$ cat src/rtl/uart_rx.sv
// uart_rx: 8N1 serial receiver. Synchronises the rx pin, detects the start-bit
// falling edge, samples each bit at its centre (LSB first) and presents the
// byte with a one-cycle po_flag pulse. It rejects start glitches shorter than
// half a bit and flags a low stop bit with a one-cycle frame_err pulse.
module uart_rx #(
  parameter int UART_BPS = 9600,
  parameter int CLK      = 50_000_000
) (
  input  logic       clk,
  input  logic       rst,
  input  logic       rx,
  output logic [7:0] po_data,
  output logic       po_flag,
  output logic       frame_err,
  output logic       busy
);

  localparam int BAUD_CNT_MAX = CLK / UART_BPS;
  localparam int HALF         = BAUD_CNT_MAX / 2;
  // 13 bits covers the default divisor; grow if a slower clock ratio needs more.
  localparam int CNT_W        = ($clog2(BAUD_CNT_MAX) > 13) ? $clog2(BAUD_CNT_MAX) : 13;
  localparam logic [CNT_W-1:0] CNT_LAST = CNT_W'(BAUD_CNT_MAX - 1);
  localparam logic [CNT_W-1:0] CNT_SAMP = CNT_W'(HALF - 1);

  typedef enum logic [1:0] {IDLE, START, DATA, STOP} state_t;

  state_t           state;
  logic             rx_s1, rx_s2, rx_s3;
  logic [CNT_W-1:0] baud_cnt;
  logic [2:0]       bit_cnt;
  logic [7:0]       shift;
  logic             fall;
  logic             samp;

  // rx_s2 is the first metastability-safe copy; rx_s3 only exists for edge detection.
  assign fall = rx_s3 & ~rx_s2;
  assign samp = (state != IDLE) && (baud_cnt == CNT_SAMP);

  // Three-flop synchroniser on the asynchronous rx pin; idles high like the line.
  always_ff @(posedge clk or posedge rst) begin
    if (rst) begin
      rx_s1 <= 1'b1;
      rx_s2 <= 1'b1;
      rx_s3 <= 1'b1;
    end else begin
      rx_s1 <= rx;
      rx_s2 <= rx_s1;
      rx_s3 <= rx_s2;
    end
  end

  // Frame FSM with bit timer, shift register and registered output pulses.
  always_ff @(posedge clk or posedge rst) begin
    if (rst) begin
      state     <= IDLE;
      baud_cnt  <= '0;
      bit_cnt   <= '0;
      shift     <= '0;
      po_data   <= '0;
      po_flag   <= 1'b0;
      frame_err <= 1'b0;
      busy      <= 1'b0;
    end else begin
      po_flag   <= 1'b0;
      frame_err <= 1'b0;

      // Free-running bit timer while a frame is active; transitions to IDLE
      // below override this so the counter is always zero in IDLE.
      if (state != IDLE) begin
        if (baud_cnt == CNT_LAST) baud_cnt <= '0;
        else                      baud_cnt <= baud_cnt + 1'b1;
      end

      case (state)
        IDLE: begin
          baud_cnt <= '0;
          if (fall) begin
            state <= START;
            busy  <= 1'b1;
          end
        end

        START: begin
          if (samp) begin
            if (!rx_s2) begin
              state   <= DATA;
              bit_cnt <= '0;
            end else begin
              // Line was back high at mid start bit: a glitch, drop it silently.
              state    <= IDLE;
              busy     <= 1'b0;
              baud_cnt <= '0;
            end
          end
        end

        DATA: begin
          if (samp) begin
            shift   <= {rx_s2, shift[7:1]};
            bit_cnt <= bit_cnt + 3'd1;
            if (bit_cnt == 3'd7) state <= STOP;
          end
        end

        STOP: begin
          // Leaving at mid stop bit lets a back-to-back start edge be caught.
          if (samp) begin
            state    <= IDLE;
            busy     <= 1'b0;
            baud_cnt <= '0;
            if (rx_s2) begin
              po_data <= shift;
              po_flag <= 1'b1;
            end else begin
              frame_err <= 1'b1;
            end
          end
        end

        default: begin
          state    <= IDLE;
          busy     <= 1'b0;
          baud_cnt <= '0;
        end
      endcase
    end
  end

endmodule

$ cat config.mk
export PLATFORM = sky130hd
export DESIGN_NAME = uart_rx
export DESIGN_NICKNAME = d
export VERILOG_FILES = /design/src/rtl/uart_rx.sv
export SDC_FILE = /design/constraint.sdc
export NUM_CORES = 1
export LEC_CHECK = 0
export BUFFER_PORTS_ARGS = -buffer_cell sky130_fd_sc_hd__buf_2
export CORE_ASPECT_RATIO = 1.5
export CORE_MARGIN = 4
export CORE_UTILIZATION = 53
export CTS_CLUSTER_SIZE = 12
export DETAILED_ROUTE_END_ITERATION = 7
export PLACE_DENSITY = 0.79
export SETUP_SLACK_MARGIN = 0.1
export SYNTH_ARGS = -nofsm -noshare
export SYNTH_HDL_FRONTEND = slang
export SYNTH_SLANG_ARGS = --single-unit
$ cat constraint.sdc
create_clock -name clk -period 1.9 [get_ports clk]
set_input_delay 0.19 -clock clk [delete_from_list [all_inputs] [get_ports clk]]
set_output_delay 0.19 -clock clk [all_outputs]
set_load 0.01 [all_outputs]
# Yosys cells after proc, flatten, opt, wreduce, memory -nomap -nowiden
# Cells that the tools add are included.
dict set report word_totals {
  in_bits 3
  output_inout_bits 11
  reg_bits 40
}
dict set report classes {
  reduce_logical 10
  n_mux 28
  n_eq_ne 13
  n_bitwise 2
  addsub 2
}
# operator count
set ops {}
lappend ops {{2-to-1 mux 13 bit} 5}
lappend ops {{one-hot mux 13 bit (3 select lines)} 1}
lappend ops {{inequality test 2 bit, second input constant} 7}
lappend ops {{adder 13 x 1 -> 13 bit, second input constant} 1}
lappend ops {{== test 13 x 12 -> 1 bit, second input constant} 1}
lappend ops {{== test 13 bit, second input constant} 1}
lappend ops {{2-to-1 mux 2 bit} 6}
lappend ops {{2-to-1 mux 1 bit} 10}
lappend ops {{AND reduction 5 bit} 2}
lappend ops {{2-to-1 mux 3 bit} 3}
lappend ops {{one-hot mux 2 bit (4 select lines)} 1}
lappend ops {{one-hot mux 3 bit (2 select lines)} 1}
lappend ops {{== test 2 bit, second input constant} 2}
lappend ops {{AND reduction 4 bit} 1}
lappend ops {{nonzero test 2 bit} 2}
lappend ops {{adder 3 x 1 -> 3 bit, second input constant} 1}
lappend ops {{== test 3 bit, second input constant} 1}
lappend ops {{one-hot mux 1 bit (3 select lines)} 1}
lappend ops {{AND reduction 3 bit} 1}
lappend ops {{nonzero test 3 bit} 1}
lappend ops {{== test 2 x 1 -> 1 bit, second input constant} 1}
lappend ops {{zero test 2 bit} 1}
lappend ops {{AND reduction 2 bit} 1}
lappend ops {{AND 1 bit} 1}
lappend ops {{2 further kinds} 2}

# Logic depth before layout (Yosys ltp)
# Gate-level depths: netlist (run 1).
dict set report depth {
  depth_word 6
  mapped_depth 8
  depth_no_buf 6
}

# Worst setup path after synthesis (run 1)
# OpenSTA, ideal clock, no wires.
dict set report synth_path {
  kind {reg2reg}
  startpoint {register state[0]}
  endpoint {register po_data[0]}
  arrival_time_ns 1.864
  slack_ns -0.089
  stages_incl_launch_ff 9
  period_less_slack_ns 1.989
  required_time_ns 1.775
  cell_sequence {dfrtp_1 inv_1 ha_1 and4b_1 and4_1 buf_4 and3_4 buf_12 mux2_4}
}
dict set report synth_between {
  elab_chain_len 3
}
# item line
set synth_rtl {}
lappend synth_rtl {{from (decl)} 27} ;# state_t state;
lappend synth_rtl {{from (signal assigned)} 55} ;# state <= IDLE;
lappend synth_rtl {{from (signal assigned)} 78} ;# state <= START;
lappend synth_rtl {{from (signal assigned)} 86} ;# state <= DATA;
lappend synth_rtl {{nonzero test 2 bit} 37} ;# assign samp = (state != IDLE) && (baud_cnt == CNT_SAMP);
lappend synth_rtl {{logical AND 1 bit} 37}
lappend synth_rtl {{AND reduction 3 bit (no source line) (*)} n/a}
lappend synth_rtl {{to (signal assigned)} 112} ;# po_data <= shift;
lappend synth_rtl {{to (decl)} 12} ;# output logic [7:0] po_data,
# Every way passes the cells marked *; elsewhere a longest branch is shown, timed or not.
# A chain may end at the register's enable or synchronous reset.

==> results.json, run 1 <==
{
  "synth_fp_nets": 173,
  "synthFlopType": "dfrtp_1",
  "ys_seq_area_share_pct": 50.1,
  "place_inst": 237,
  "critPathSlowestCell": "dfrtp_1",
  "boundaryPins": 14,
  "worstReg2RegEnd": "shift[4]$_DFFE_PP0P_",
  "drc_errors": 0,
  "post-route-period-util_pct": 105,
  "grt_pass1_wl_mm": 8.16,
  "max_slew_margin_pct": 66.4,
  "core_area_sq_mm": 0.00365,
  "p_per_area_mw_per_mm2": 1080,
  "max_freq_mhz": 503,
  "design.die.area_sq_mm": 0.00486,
  "syn_avg_cell_area_sq_um": 12.3,
  "die_w_um": 58.2,
  "critical_path_class": "reg -> reg",
  "gp_congestion": 0.894,
  "yosysMostFrequentCell": "dfrtp_1",
  "fin_cells": 261,
  "arrival_ns": 2.18,
  "dp_hpwl_mm": 2.98,
  "totalWireLength_mm": 5.23,
  "fin_crit_ns": 1.99,
  "first_pass_iters": 4,
  "synth.area.top_cells": "dfrtp_1 46%, mux2_4 6.0%, mux2_2 4.5%",
  "synth_top_area_share_pct": 46.1,
  "ir_drop_mv": 0.734,
  "cp-end-kind": "flip-flop",
  "start_util_pct": 55.0,
  "drtAntennaViolNets": 0,
  "final.setup_skew_ns": 0.00798,
  "antenna_cells": 0,
  "fp-row-count": 27,
  "totalPowerFinal_mw": 2.88,
  "grt_usage_pct": 22.5,
  "cp-start-kind": "flip-flop",
  "drt_iter0_drc": 43,
  "yosys_warnings": 0,
  "final_cell_area_sq_mm": 0.00267,
  "violations": "hold timing, setup timing",
  "synth-edff-count": 0,
  "clock_latency_ns": 0.31,
  "syn_inst": 163,
  "cts_tree": "yes",
  "cts_buffers": 5,
  "synthTopCellsByCount": "37 x dfrtp_1, 18 x nor2_1, 8 x mux2_2, 8 x mux2_4",
  "leakage_nw": 1.26,
  "cts.htree.levels": 2,
  "syn2layout_area_growth_pct": 33.0,
  "status": "finished with violations",
  "cpPeakStageDelay_ns": 0.38,
  "drive_gt1_share_pct": 50.0,
  "via_per_inst": 5.91,
  "synth_area_sq_mm": 0.00201,
  "root_buffer": "clkbuf_8",
  "clockBufferDepth": 2,
  "die_h_um": 83.4,
  "cp_max_fo": 8,
  "maxSlewViolCount": 0,
  "finish.utilization_pct": 73.2,
  "antenna_found_initial": 0,
  "nets": 227,
  "layout_setup_ws_ns": -0.0868,
  "synth.distinct_cells": 46,
  "synthArstFlopShare_pct": 100,
  "clock_sinks": 40,
  "whs_ns": -0.0105,
  "overflow": 0,
  "vias": 1542,
  "rrSetupSlack_ns": -0.09,
  "rsz0062_at_grt": "true",
  "worstPathCellList": "inv_2, ha_4, and4b_1, buf_4, and4_4, and2_4, buf_12, mux2_4",
  "synth_seq_cells": 40,
  "final-setup-viol-count": 20,
  "hold_class": "in -> async",
  "fill_cells": 227,
  "wl_per_cell_um": 20.0,
  "dpl_cell_area_sq_mm": 0.00227,
  "clkSlewWorstSetupHoldPaths_ns": 0.08,
  "grt_max_degree": 41,
  "required_ns": 2.09,
  "grt_pass1_vias": 1678,
  "io_buffers": 13,
  "hold_viol_final": 27,
  "tightest_slew_ns": 0.504,
  "timing.max_cap.violations": 0,
  "yosys.area.top_type": "dfrtp_1",
  "reg2reg_depth": 8
}
[state kept, by name, indices dropped and copies added (netlist names), named ones only]
| signal | count |
|---|---|
| shift | 8 |
| bit_cnt | 3 |
| state | 1 |
| rx_s1 | 1 |
| baud_cnt | 13 |
| po_data | 8 |
| rx_s3 | 1 |
| frame_err | 1 |
| rx_s2 | 1 |
| busy | 1 |
| po_flag | 1 |
[metrics by stage]
stage	TNS (ns)	hold slack, ns	setup WS, ns
3_3_place_gp	0	0.297	0.0366
5_1_grt	-2.79	0.0420	-0.171
4_1_cts	-0.133	0.00936	-0.0782
6_report	-0.793	-0.0105	-0.0868
2_1_floorplan	-0.415	0.194	-0.0374
3_5_place_dp	-0.0771	0.297	-0.0650
[cells by family after synthesis]
logic type | share of synthesized area, %
flip-flops | 50.1
AO/OA/AOI/OAI | 6.73
XOR/XNOR | 5.24
adder cells (fa/ha/maj) | 4.36
multiplexers | 11.5
AND/OR/NAND/NOR | 17.9
buffers and inverters | 4.18
[routing by layer]
| metal | up-vias | wire [um] | track usage (%) | part of all wire (%) |
|---|---|---|---|---|
| met5 | - | 0 | 0 | 0 |
| met4 | 0 | 204 | 11.0 | 3.9 |
| met3 | 16 | 204 | 4.35 | 3.9 |
| met2 | 58 | 2830 | 39.4 | 54 |
| met1 | 772 | 1980 | 25.0 | 38 |
| li1 | 696 | - | - | - |
[repair_timing]
action / in CTS / in global routing
cloned: 2 / 0
endpoints found under the setup margin: 30 / 35
pin swaps: 16 / 9
buffers inserted: 10 / 7
hold endpoints to repair: 1 / 0
gates resized for setup: 28 / 17
hold buffers: 1 / 0
[worst max-delay path, delay by kind of cell, from the launching register on]
kind,cells,cell delay [ns]
DFF,1,0.38
and+or+nand+nor,3,0.70
muxes,1,0.31
adders and majority gates,1,0.15
buffers and inverters,3,0.34
[final cells by class]
class,count,area [sq um],area share [%]
flip-flops and latches,40,1000,37.6
repair buffers,53,403,15.1
well taps,43,53.8,2.01
inverters,5,18.8,0.703
multi-input cells,112,1080,40.4
clock inverters,3,42.5,1.59
clock buffers,5,68.8,2.58
[worst max-delay path by stage]
stage / startpoint / endpoint / slack (ns) / depth (start not counted)
floorplan: state[0]$_DFFE_PP0P_ / po_data[0]$_DFFE_PP0P_ / -0.04 / 8
global placement: flip-flop / flip-flop / 0.04 / 7
detailed placement: state[0]$_DFFE_PP0P_ / flip-flop / -0.07 / 7
CTS: flip-flop / flip-flop / -0.08 / 7
global route: bit_cnt[1]$_DFFE_PP0P_ / flip-flop / -0.17 / 6
finish: flip-flop / shift[4]$_DFFE_PP0P_ / -0.09 / 8
[report_power, final]
part | switching, mW | total (mW) | internal (mW)
logic | 0.654 | 1.24 | 0.585
registers | 0.0386 | 0.943 | 0.905
clock network | 0.313 | 0.702 | 0.388
total | 1.01 | 2.88 | 1.88
[layout by cell type (no fill, tap or decap), types with 4 or more instances in the layout]
master,Yosys,routed
dfrtp_1,37,37
buf_4,2,32
mux2_4,8,17
buf_2,0,13
nor2_1,18,12
xnor2_1,7,7
nand4_1,6,6
nor2_2,0,6
buf_6,2,6
nand2_1,5,5
xor2_1,5,5
clkbuf_8,0,5
nor2b_1,4,4
ha_1,7,4
Note: power is estimated with default switching activity, not from simulation.
==> inputs of run 2 (changes only) <==
--- a/config.mk
+++ b/config.mk
@@ -6,12 +6,14 @@
 export NUM_CORES = 1
 export LEC_CHECK = 0
 export BUFFER_PORTS_ARGS = -buffer_cell sky130_fd_sc_hd__buf_2
+export CELL_PAD_IN_SITES_DETAIL_PLACEMENT = 1
+export CELL_PAD_IN_SITES_GLOBAL_PLACEMENT = 1
 export CORE_ASPECT_RATIO = 1.5
 export CORE_MARGIN = 4
-export CORE_UTILIZATION = 53
+export CORE_UTILIZATION = 44
 export CTS_CLUSTER_SIZE = 12
 export DETAILED_ROUTE_END_ITERATION = 7
-export PLACE_DENSITY = 0.79
+export PLACE_DENSITY = 0.8
 export SETUP_SLACK_MARGIN = 0.1
 export SYNTH_ARGS = -nofsm -noshare
 export SYNTH_HDL_FRONTEND = slang
==> run 2 against run 1 <==
  * The flow finishes with violations (setup timing)
  * Final cell count up 2.3%
  * Die area up 18%
  * Global-route usage down 0.67 points
  * Via count up 1.4%
  * Sequential share of layout area down 2.1 points
  * Critical path type unchanged
  * Largest power group unchanged
==> results.json, run 2 (same netlist as run 1, synthesis figures left out) <==
{
  "cts_buffers": 5,
  "overflow": 0,
  "cts_tree": "yes",
  "cp-start-kind": "flip-flop",
  "final_common_cell": "dfrtp_1",
  "die_h_um": 90.7,
  "boundaryPins": 14,
  "cp_max_fo": 2,
  "max_freq_mhz": 465,
  "dp_hpwl_mm": 3.55,
  "hold_viol_final": 0,
  "leakage_nw": 1.28,
  "grt_pass1_wl_mm": 9.65,
  "clkSlewWorstSetupHoldPaths_ns": 0.09,
  "clockBufferDepth": 2,
  "nets": 230,
  "via_per_inst": 5.85,
  "fp-row-count": 29,
  "ir_drop_mv": 0.826,
  "die_w_um": 63.1,
  "syn2layout_area_growth_pct": 40.8,
  "top_regs": "baud_cnt x13, po_data x8, shift x8",
  "post-route-period-util_pct": 113,
  "final.setup_skew_ns": 0.00814,
  "max_slew_margin_pct": 66.6,
  "grt_pass1_vias": 1795,
  "tightest_slew_ns": 0.500,
  "cts.htree.levels": 2,
  "critical_path_class": "reg -> reg",
  "grt_max_degree": 41,
  "rsz0062_at_grt": "true",
  "required_ns": 2.09,
  "drt_iter0_drc": 75,
  "cp-end-kind": "flip-flop",
  "regMostFlops": "baud_cnt",
  "clock_sinks": 40,
  "wl_per_cell_um": 23.1,
  "p_per_area_mw_per_mm2": 1180,
  "violations": "setup timing",
  "root_buffer": "clkbuf_8",
  "r2r-start": "state[0]$_DFFE_PP0P_",
  "arrival_ns": 2.34,
  "fin_crit_ns": 2.15,
  "rrSetupSlack_ns": -0.25,
  "timing.max_cap.violations": 0,
  "clock_latency_ns": 0.30,
  "totalPowerFinal_mw": 3.33,
  "place_ws_ns": -0.0812,
  "drc_errors": 0,
  "reg2reg_depth": 7,
  "start_util_pct": 46.5,
  "maxSlewViolCount": 0,
  "antenna_found_initial": 0,
  "drtAntennaViolNets": 0,
  "io_buffers": 13,
  "antenna_cells": 0,
  "final-setup-viol-count": 32,
  "totalWireLength_mm": 6.18,
  "core_area_sq_mm": 0.00432,
  "gp_congestion": 0.786,
  "drive_gt1_share_pct": 56.6,
  "vias": 1563,
  "layout_setup_ws_ns": -0.249,
  "status": "finished with violations",
  "grt_usage_pct": 21.8,
  "layout_common_cells": "37 x dfrtp_1, 31 x buf_4, 17 x mux2_4, 13 x buf_2, 11 x nor2_4",
  "first_pass_iters": 5,
  "design.die.area_sq_mm": 0.00573,
  "largest_reg_flops": 13,
  "hold_class": "in -> async"
}
-- run 2: repair_timing --
item | 4_1_cts | 5_1_grt
pin swaps | 11 | 23
hold buffers | 1 | 0
setup endpoints to repair | 34 | 36
gates cloned | 2 | 0
endpoints found under the hold margin | 1 | 0
resized for setup | 25 | 50
buffers inserted | 11 | 4
-- run 2: area by class of cell --
class,instances,area [sq um]
Fill cell,421,1490
Clock buffer,5,68.8
Clock inverter,3,46.3
Sequential cell,40,1000
Multi-Input combinational cell,112,1190
Inverter,5,18.8
Timing Repair Buffer,56,440
Tap cell,46,57.6
-- run 2: per-stage QoR --
step                cells  TNS [ns]  area, sq um  utilization, %  hold WS (ns)
floorplan             163    -0.415         2020               -         0.194
global placement      244         0         2310            53.4         0.297
detailed placement    244    -0.760         2310            53.4         0.301
CTS                   265    -0.849         2630            60.8        0.0213
global route          267     -6.59         2830            65.4        0.0410
finish                267     -4.09         2830            65.4     0.0000944
-- run 2: worst max-delay path by stage --
stage / start / endpoint / slack, ns / cells past startpoint
finish: state[0]$_DFFE_PP0P_ / flip-flop / -0.25 / 7
global route: state[0]$_DFFE_PP0P_ / flip-flop / -0.30 / 8
CTS: state[0]$_DFFE_PP0P_ / flip-flop / -0.09 / 7
detailed placement: flip-flop / flip-flop / -0.08 / 7
global placement: flip-flop / flip-flop / 0.01 / 7
floorplan: state[0]$_DFFE_PP0P_ / po_data[0]$_DFFE_PP0P_ / -0.04 / 8
-- run 2: critical path: stages, from the launching register on --
cell       delay [ns]
dfrtp_1          0.39
inv_2            0.07
ha_4             0.16
and4b_2          0.32
buf_6            0.12
nand4_1          0.19
a2111oi_4        0.45
mux2_4           0.34
-- run 2: layer usage --
layer / global-route usage (%) / vias to the layer above / wire, um
met2: 40.3 / 36 / 3420
met1: 24.7 / 809 / 2380
met4: 8.66 / 0 / 230
met3: 2.86 / 21 / 148
met5: 0 / - / 0
li1: - / 697 / -
-- run 2: power by group --
group | switching [mW] | internal (mW)
Clock | 0.336 | 0.396
Combinational | 0.896 | 0.759
Sequential | 0.0405 | 0.904
